`src/rtl/gaussian_cdt_sampler.sv`:
```
// gaussian_cdt_sampler
//   Pulls one 64-bit uniform word from the Tausworthe generator and maps it to a
//   signed discrete-Gaussian sample. The magnitude comes from a binary search over
//   a programmable cumulative distribution table (CDT). The sign comes from bit 63.
//   Negative zero is rejected and redrawn, so zero is not sampled twice as often
//   as any other value.
//
// Ports
//   clk, rstn        clock (rising edge), asynchronous active-low reset
//   en               start new draws only while high (checked in IDLE)
//   rng_ce           one-cycle request pulse to the uniform generator
//   rng_valid/data   generator response, one cycle after rng_ce
//   tab_we/addr/data CDT write port, honoured only while not busy
//   smp_valid/ready  valid/ready handshake toward the polynomial/NTT consumers
//   smp_data         signed two's-complement sample
//   busy             high in any state other than IDLE
//   rej_cnt          saturating count of rejected negative-zero draws
module gaussian_cdt_sampler #(
  parameter int LOG2_DEPTH = 4,
  parameter int OUT_W      = 8,
  parameter int CNT_W      = 16
) (
  input  logic                  clk,
  input  logic                  rstn,
  input  logic                  en,
  output logic                  rng_ce,
  input  logic                  rng_valid,
  input  logic [63:0]           rng_data,
  input  logic                  tab_we,
  input  logic [LOG2_DEPTH-1:0] tab_addr,
  input  logic [62:0]           tab_data,
  output logic                  smp_valid,
  input  logic                  smp_ready,
  output logic [OUT_W-1:0]      smp_data,
  output logic                  busy,
  output logic [CNT_W-1:0]      rej_cnt
);

  localparam int DEPTH = 1 << LOG2_DEPTH;
  localparam logic [LOG2_DEPTH-1:0] IDX_ONE   = LOG2_DEPTH'(1);
  // Search step as a one-hot weight 2^b, starting at the MSB of the index.
  localparam logic [LOG2_DEPTH-1:0] STEP_INIT = IDX_ONE << (LOG2_DEPTH - 1);
  localparam logic [CNT_W-1:0]      CNT_ONE   = CNT_W'(1);

  typedef enum logic [2:0] {
    S_IDLE,
    S_REQ,
    S_WAIT,
    S_SEARCH,
    S_OUT
  } state_e;

  state_e                    state_q, state_d;
  logic [DEPTH-1:0][62:0]    cdt_q;
  logic                      sign_q, sign_d;
  logic [62:0]               u_q, u_d;
  logic [LOG2_DEPTH-1:0]     idx_q, idx_d;
  logic [LOG2_DEPTH-1:0]     step_q, step_d;
  logic [OUT_W-1:0]          smp_q, smp_d;
  logic [CNT_W-1:0]          rej_q, rej_d;

  // One binary-search probe per cycle. The probe never reaches DEPTH-1, so the
  // last table entry is stored but never compared.
  logic [LOG2_DEPTH-1:0]     probe;
  logic                      hit;
  logic [LOG2_DEPTH-1:0]     idx_next;
  logic [OUT_W-1:0]          mag;

  assign probe    = idx_q + step_q - IDX_ONE;
  assign hit      = (cdt_q[probe] <= u_q);
  assign idx_next = hit ? (idx_q + step_q) : idx_q;
  assign mag      = OUT_W'(idx_next);

  assign rng_ce    = (state_q == S_REQ);
  assign smp_valid = (state_q == S_OUT);
  assign busy      = (state_q != S_IDLE);
  assign smp_data  = smp_q;
  assign rej_cnt   = rej_q;

  always_comb begin
    state_d = state_q;
    sign_d  = sign_q;
    u_d     = u_q;
    idx_d   = idx_q;
    step_d  = step_q;
    smp_d   = smp_q;
    rej_d   = rej_q;
    case (state_q)
      S_IDLE: begin
        if (en && !smp_valid) state_d = S_REQ;
      end
      S_REQ: begin
        state_d = S_WAIT;
      end
      S_WAIT: begin
        if (rng_valid) begin
          sign_d  = rng_data[63];
          u_d     = rng_data[62:0];
          idx_d   = '0;
          step_d  = STEP_INIT;
          state_d = S_SEARCH;
        end
      end
      S_SEARCH: begin
        idx_d  = idx_next;
        step_d = step_q >> 1;
        if (step_q[0]) begin
          if (sign_q && (idx_next == '0)) begin
            // Negative zero: redraw without rechecking en.
            if (rej_q != '1) rej_d = rej_q + CNT_ONE;
            state_d = S_REQ;
          end else begin
            smp_d   = sign_q ? (-mag) : mag;
            state_d = S_OUT;
          end
        end
      end
      S_OUT: begin
        if (smp_ready) state_d = S_IDLE;
      end
      default: state_d = S_IDLE;
    endcase
  end

  always_ff @(posedge clk or negedge rstn) begin
    if (!rstn) begin
      state_q <= S_IDLE;
      sign_q  <= 1'b0;
      u_q     <= '0;
      idx_q   <= '0;
      step_q  <= '0;
      smp_q   <= '0;
      rej_q   <= '0;
    end else begin
      state_q <= state_d;
      sign_q  <= sign_d;
      u_q     <= u_d;
      idx_q   <= idx_d;
      step_q  <= step_d;
      smp_q   <= smp_d;
      rej_q   <= rej_d;
    end
  end

  // The table is only writable in IDLE so that a search never sees an entry
  // change between probes.
  always_ff @(posedge clk or negedge rstn) begin
    if (!rstn) begin
      cdt_q <= '0;
    end else if (tab_we && (state_q == S_IDLE)) begin
      cdt_q[tab_addr] <= tab_data;
    end
  end

endmodule

```
`config.mk`:
```
export PLATFORM = sky130hd
export DESIGN_NAME = gaussian_cdt_sampler
export DESIGN_NICKNAME = d
export VERILOG_FILES = /design/src/rtl/gaussian_cdt_sampler.sv
export SDC_FILE = /design/constraint.sdc
export NUM_CORES = 2
export LEC_CHECK = 0
export ABC_AREA = 0
export BUFFER_PORTS_ARGS = -buffer_cell sky130_fd_sc_hd__clkbuf_2
export CORE_MARGIN = 2
export CORE_UTILIZATION = 36
export CTS_CLUSTER_DIAMETER = 80
export DETAILED_ROUTE_END_ITERATION = 10
export HOLD_SLACK_MARGIN = 0.06
export PLACE_DENSITY_LB_ADDON = 0.05
export SLEW_MARGIN = 20
export SYNTH_ARGS = -nofsm -noshare
export SYNTH_HDL_FRONTEND = slang
export SYNTH_SLANG_ARGS = --single-unit
```
`constraint.sdc`:
```
create_clock -name clk -period 7.1 [get_ports clk]
set_clock_uncertainty 0.1 [all_clocks]
set_input_delay 1.065 -clock clk [delete_from_list [all_inputs] [get_ports clk]]
set_output_delay 1.065 -clock clk [all_outputs]
set_load 0.01 [all_outputs]
```
==> implementation parameters <==
Parameter                              Value

Finish
  Commonest non-fill, non-tap cells in the layout ... dfrtp_1, mux2_2, mux4_2
  Layout Area Growth over Synthesis ... 15.5%
  Final Non-Filler Cells ... between 5,000 and 6,000
  Layout cell share with drive strength beyond 1 ... 48.2%
  NumNets Final ... 3,781
  Most common library cell in the layout ignoring fill and taps ... dfrtp_1

Placed design
  Number of placed instances, taps included ... 5,315
  IO buf count ... 163
  Routability cong. ... about 0.75
  Post-placement setup slack ... 0.0484 ns
  HPWL after DPL ... 84,400 microns

STA
  Maximum frequency from static timing analysis ... 150 MHz
  Max-slew violation count ... 0
  Final TNS setup ... 0 ns
  Period Utilization, post-route ... 94.1%
  Transition at the pin with the smallest max-transition slack ... 1.06 ns
  Rel. slew slack ... a little under 30%
  Setup repair after global routing missed its margin ... no
  Fin worst setup slack ... around 0.42 ns
  Total setup violations reported at the end of the flow ... 0
  Fin. Hold Viols ... 0
  Post-layout minimum cycle time ... roughly 6.7 ns

CTS
  Buffer depth of the longest clock path ... 3
  TritonCTS clock tree ... yes
  TritonCTS Buffers ... 137
  Later-pin clock latency in the skew report ... 0.75 ns
  Number of H-tree levels ... 4
  Number of buffers inserted by hold repair at cts ... 0
  Number of clock sinks ... about 1,100
  Root Buffer Master ... clkbuf_16
  Clock-pin slew on the worst setup and hold paths ... 0.06 ns

Detailed routing
  Final WL ... between 100,000 and 150,000 microns
  Count of TritonRoute iterations in the first routing pass ... 4
  Routed WL per cell ... 26.3 microns
  Remaining design rule violation count ... 0
  First DRT Iteration DRCs ... between 1,000 and 1,500
  Ratio of routed vias to standard cells ... approximately 5.3
  Final ANT Viol Nets ... 0
  Vias post-DR ... 29,700

Floorplan
  FP Rows ... 138
  IO Pins ... 164
  Die Ht ... around 380 microns
  Area of the die ... 145,000 sq um
  Starting Density ... 36.2%
  Chip width ... 381 microns
  Std-Cell Core Area ... 141,000 sq um

Global routing
  Antenna violations before repair ... 11
  Via count of the first global-routing pass ... approximately 33,000
  Largest net degree at the start of global routing ... 168
  Global-route total usage across every layer ... 20.4%
  GRT met2 Usage ... about a third
  Met3 GRT Util ... about 3.3%
  Busiest layer in global routing ... met2
  Met1 usage ... roughly 27%
  Aggregate global routing overflow ... 0
  Global-route wire length before repair ... 220,000 microns

Pwr
  Power per cell area ... 498 nW/um^2
  Peak supply drop ... 0.000677 V
  Leakage power summed over all cells ... approximately 28 nW

Worst setup path
  Worst Path Class, Setup ... register to register
  CP Launch Type ... register
  Data arrival time of the worst path ... 7.21 ns
  Required time at the endpoint of the critical path ... roughly 7.6 ns
  Start point of the critical path ... step_q[0]
  Critical register-to-register path startpoint ... step_q[0]
  Capturing element type of the critical path ... register
  CP Max Fanout ... 19

Synthesis
  Most frequently used flop master after synthesis ... dfrtp_1
  Netlist cell types ... 65
  Synthesized instance count ... 3,451
  Number of enable-type register cells in the synthesized netlist ... 0
  Synth warnings ... 0
  Part of the Yosys area used for sequential elements ... 54.1%
  Post-synthesis instance area ... 51,200 sq um
  Average cell area after synthesis ... 14.8 sq um
  Number of nets produced by synthesis ... 3,659
  Number of flip-flops and latches in the synthesized netlist ... 1,106
  Proportion of synthesized flip-flops having asynchronous set or reset ... 100%

Hold path
  Classification of the worst-slack hold path ... input port to asynchronous set/reset pin

Status
  Outcome ... completed

Run
  Maxcap violations ... 0
==> cells in the mapped netlist (all sizes together) (2+ instances only) <==
| cell | number | share of area [%] |
|---|---|---|
| nor2 | 29 | 0.21 |
| nor2b | 66 | 0.81 |
| or3 | 2 | 0.024 |
| nand2 | 107 | 0.78 |
| and2 | 5 | 0.066 |
| inv | 76 | 0.56 |
| a21o | 4 | 0.059 |
| mux4 | 252 | 11 |
| xor2 | 3 | 0.051 |
| mux2 | 1014 | 22 |
| nand3 | 16 | 0.16 |
| a211oi | 67 | 0.99 |
| nand4 | 11 | 0.16 |
| nor4 | 6 | 0.098 |
| clkbuf | 202 | 1.5 |
| a21oi | 97 | 0.97 |
| o32ai | 2 | 0.034 |
| dfrtp | 1106 | 54 |
| a22o | 4 | 0.068 |
| o2111ai | 6 | 0.10 |
| nor3b | 3 | 0.044 |
| ha | 70 | 1.7 |
| buf | 72 | 0.68 |
| nor3 | 17 | 0.19 |
| o21ai | 81 | 0.80 |
| a221oi | 2 | 0.046 |
| and3 | 10 | 0.12 |
| o31ai | 2 | 0.029 |
| xnor2 | 20 | 0.34 |
| a22oi | 2 | 0.029 |
| o211ai | 11 | 0.23 |
| mux2i | 68 | 1.3 |
==> final timing paths <==
path / cells after the start / to / slack [ns]
max in group asynchronous: 3 / cdt_q[134] / 4.81
worst max register to register: 26 / rej_cnt[9] / 0.42
min in group clk: 1 / rej_cnt[14] / 0.39
worst max-delay path: 26 / rej_cnt[9] / 0.42
worst min-delay path: 1 / rej_cnt[8] / 0.21
worst min register to register: 1 / rej_cnt[14] / 0.39
==> report_power, final <==
part / total, mW / internal [mW] / switching (mW)
Sequential: 8.35 / 7.68 / 0.661
Combinational: 14.1 / 5.96 / 8.18
Clock: 6.94 / 4.22 / 2.72
==> routing by layer <==
| layer | up-vias | share of wire, % |
|---|---|---|
| li1 | 13000 | - |
| met1 | 16200 | 45 |
| met2 | 376 | 50 |
| met3 | 192 | 3.0 |
| met4 | 18 | 2.0 |
| met5 | - | 0.085 |
==> worst max-delay path, stage by stage, from the launching register on <==
cell,delay [ns]
dfrtp_1,0.44
ha_4,0.19
fa_1,0.59
inv_1,0.11
ha_4,0.45
buf_16,0.22
buf_4,0.26
mux4_2,0.31
nor2b_1,0.14
a211oi_1,0.20
a21oi_1,0.12
ha_1,0.36
nand4_1,0.19
nor4_4,0.32
a211oi_1,0.16
buf_4,0.19
o22ai_2,0.22
a211o_2,0.17
and2_1,0.21
mux2i_1,0.26
ha_2,0.27
and3_1,0.19
inv_1,0.09
a21oi_4,0.23
buf_12,0.19
o2111ai_1,0.15
xnor2_1,0.18
==> state kept, by name, indices dropped and copies added (netlist names) <==
name and flops:
sign_q 1, state_q 3, step_q 4, cdt_q 1008, rej_cnt 16, idx_q 4
u_q 63, smp_data 7
==> logic make-up (layout without fill, tap and decap cells) <==
family | after synthesis | in the layout | synth area share [%]
flops | 1106 | 1106 | 54.1
compound gates | 288 | 288 | 3.54
other cells | 0 | 1 | 0
simple gates | 279 | 279 | 2.81
mux | 1334 | 1334 | 34.7
fa+ha+maj | 71 | 71 | 1.75
buf+inv | 350 | 576 | 2.72
xor+xnor | 23 | 23 | 0.394
==> layout make-up <==
| cell class | instances | area [sq um] |
|---|---|---|
| Antenna cell | 1 | 2.50 |
| Clock buffer | 212 | 4100 |
| Clock inverter | 31 | 387 |
| Fill cell | 12900 | 82300 |
| Inverter | 76 | 285 |
| Multi-Input combinational cell | 1995 | 22400 |
| Sequential cell | 1106 | 27700 |
| Tap cell | 1890 | 2360 |
| Timing Repair Buffer | 257 | 1930 |
==> stage by stage <==
step                hold WS (ns)  power (mW)  area (sq um)  util, %
floorplan                  0.374        17.3         51200        -
global placement           0.381        22.2         54400     38.5
detailed placement         0.382        22.4         54400     38.5
CTS                        0.210        29.5         58900     41.7
global route               0.252        31.4         59100     41.8
finish                     0.211        29.4         59100     41.8
==> timing repair <==
action / CTS / global route
setup buffers: 0 / 7
resized for setup: 0 / 15
endpoints found under the setup margin: 0 / 25
(Power assumes the default switching activity.)
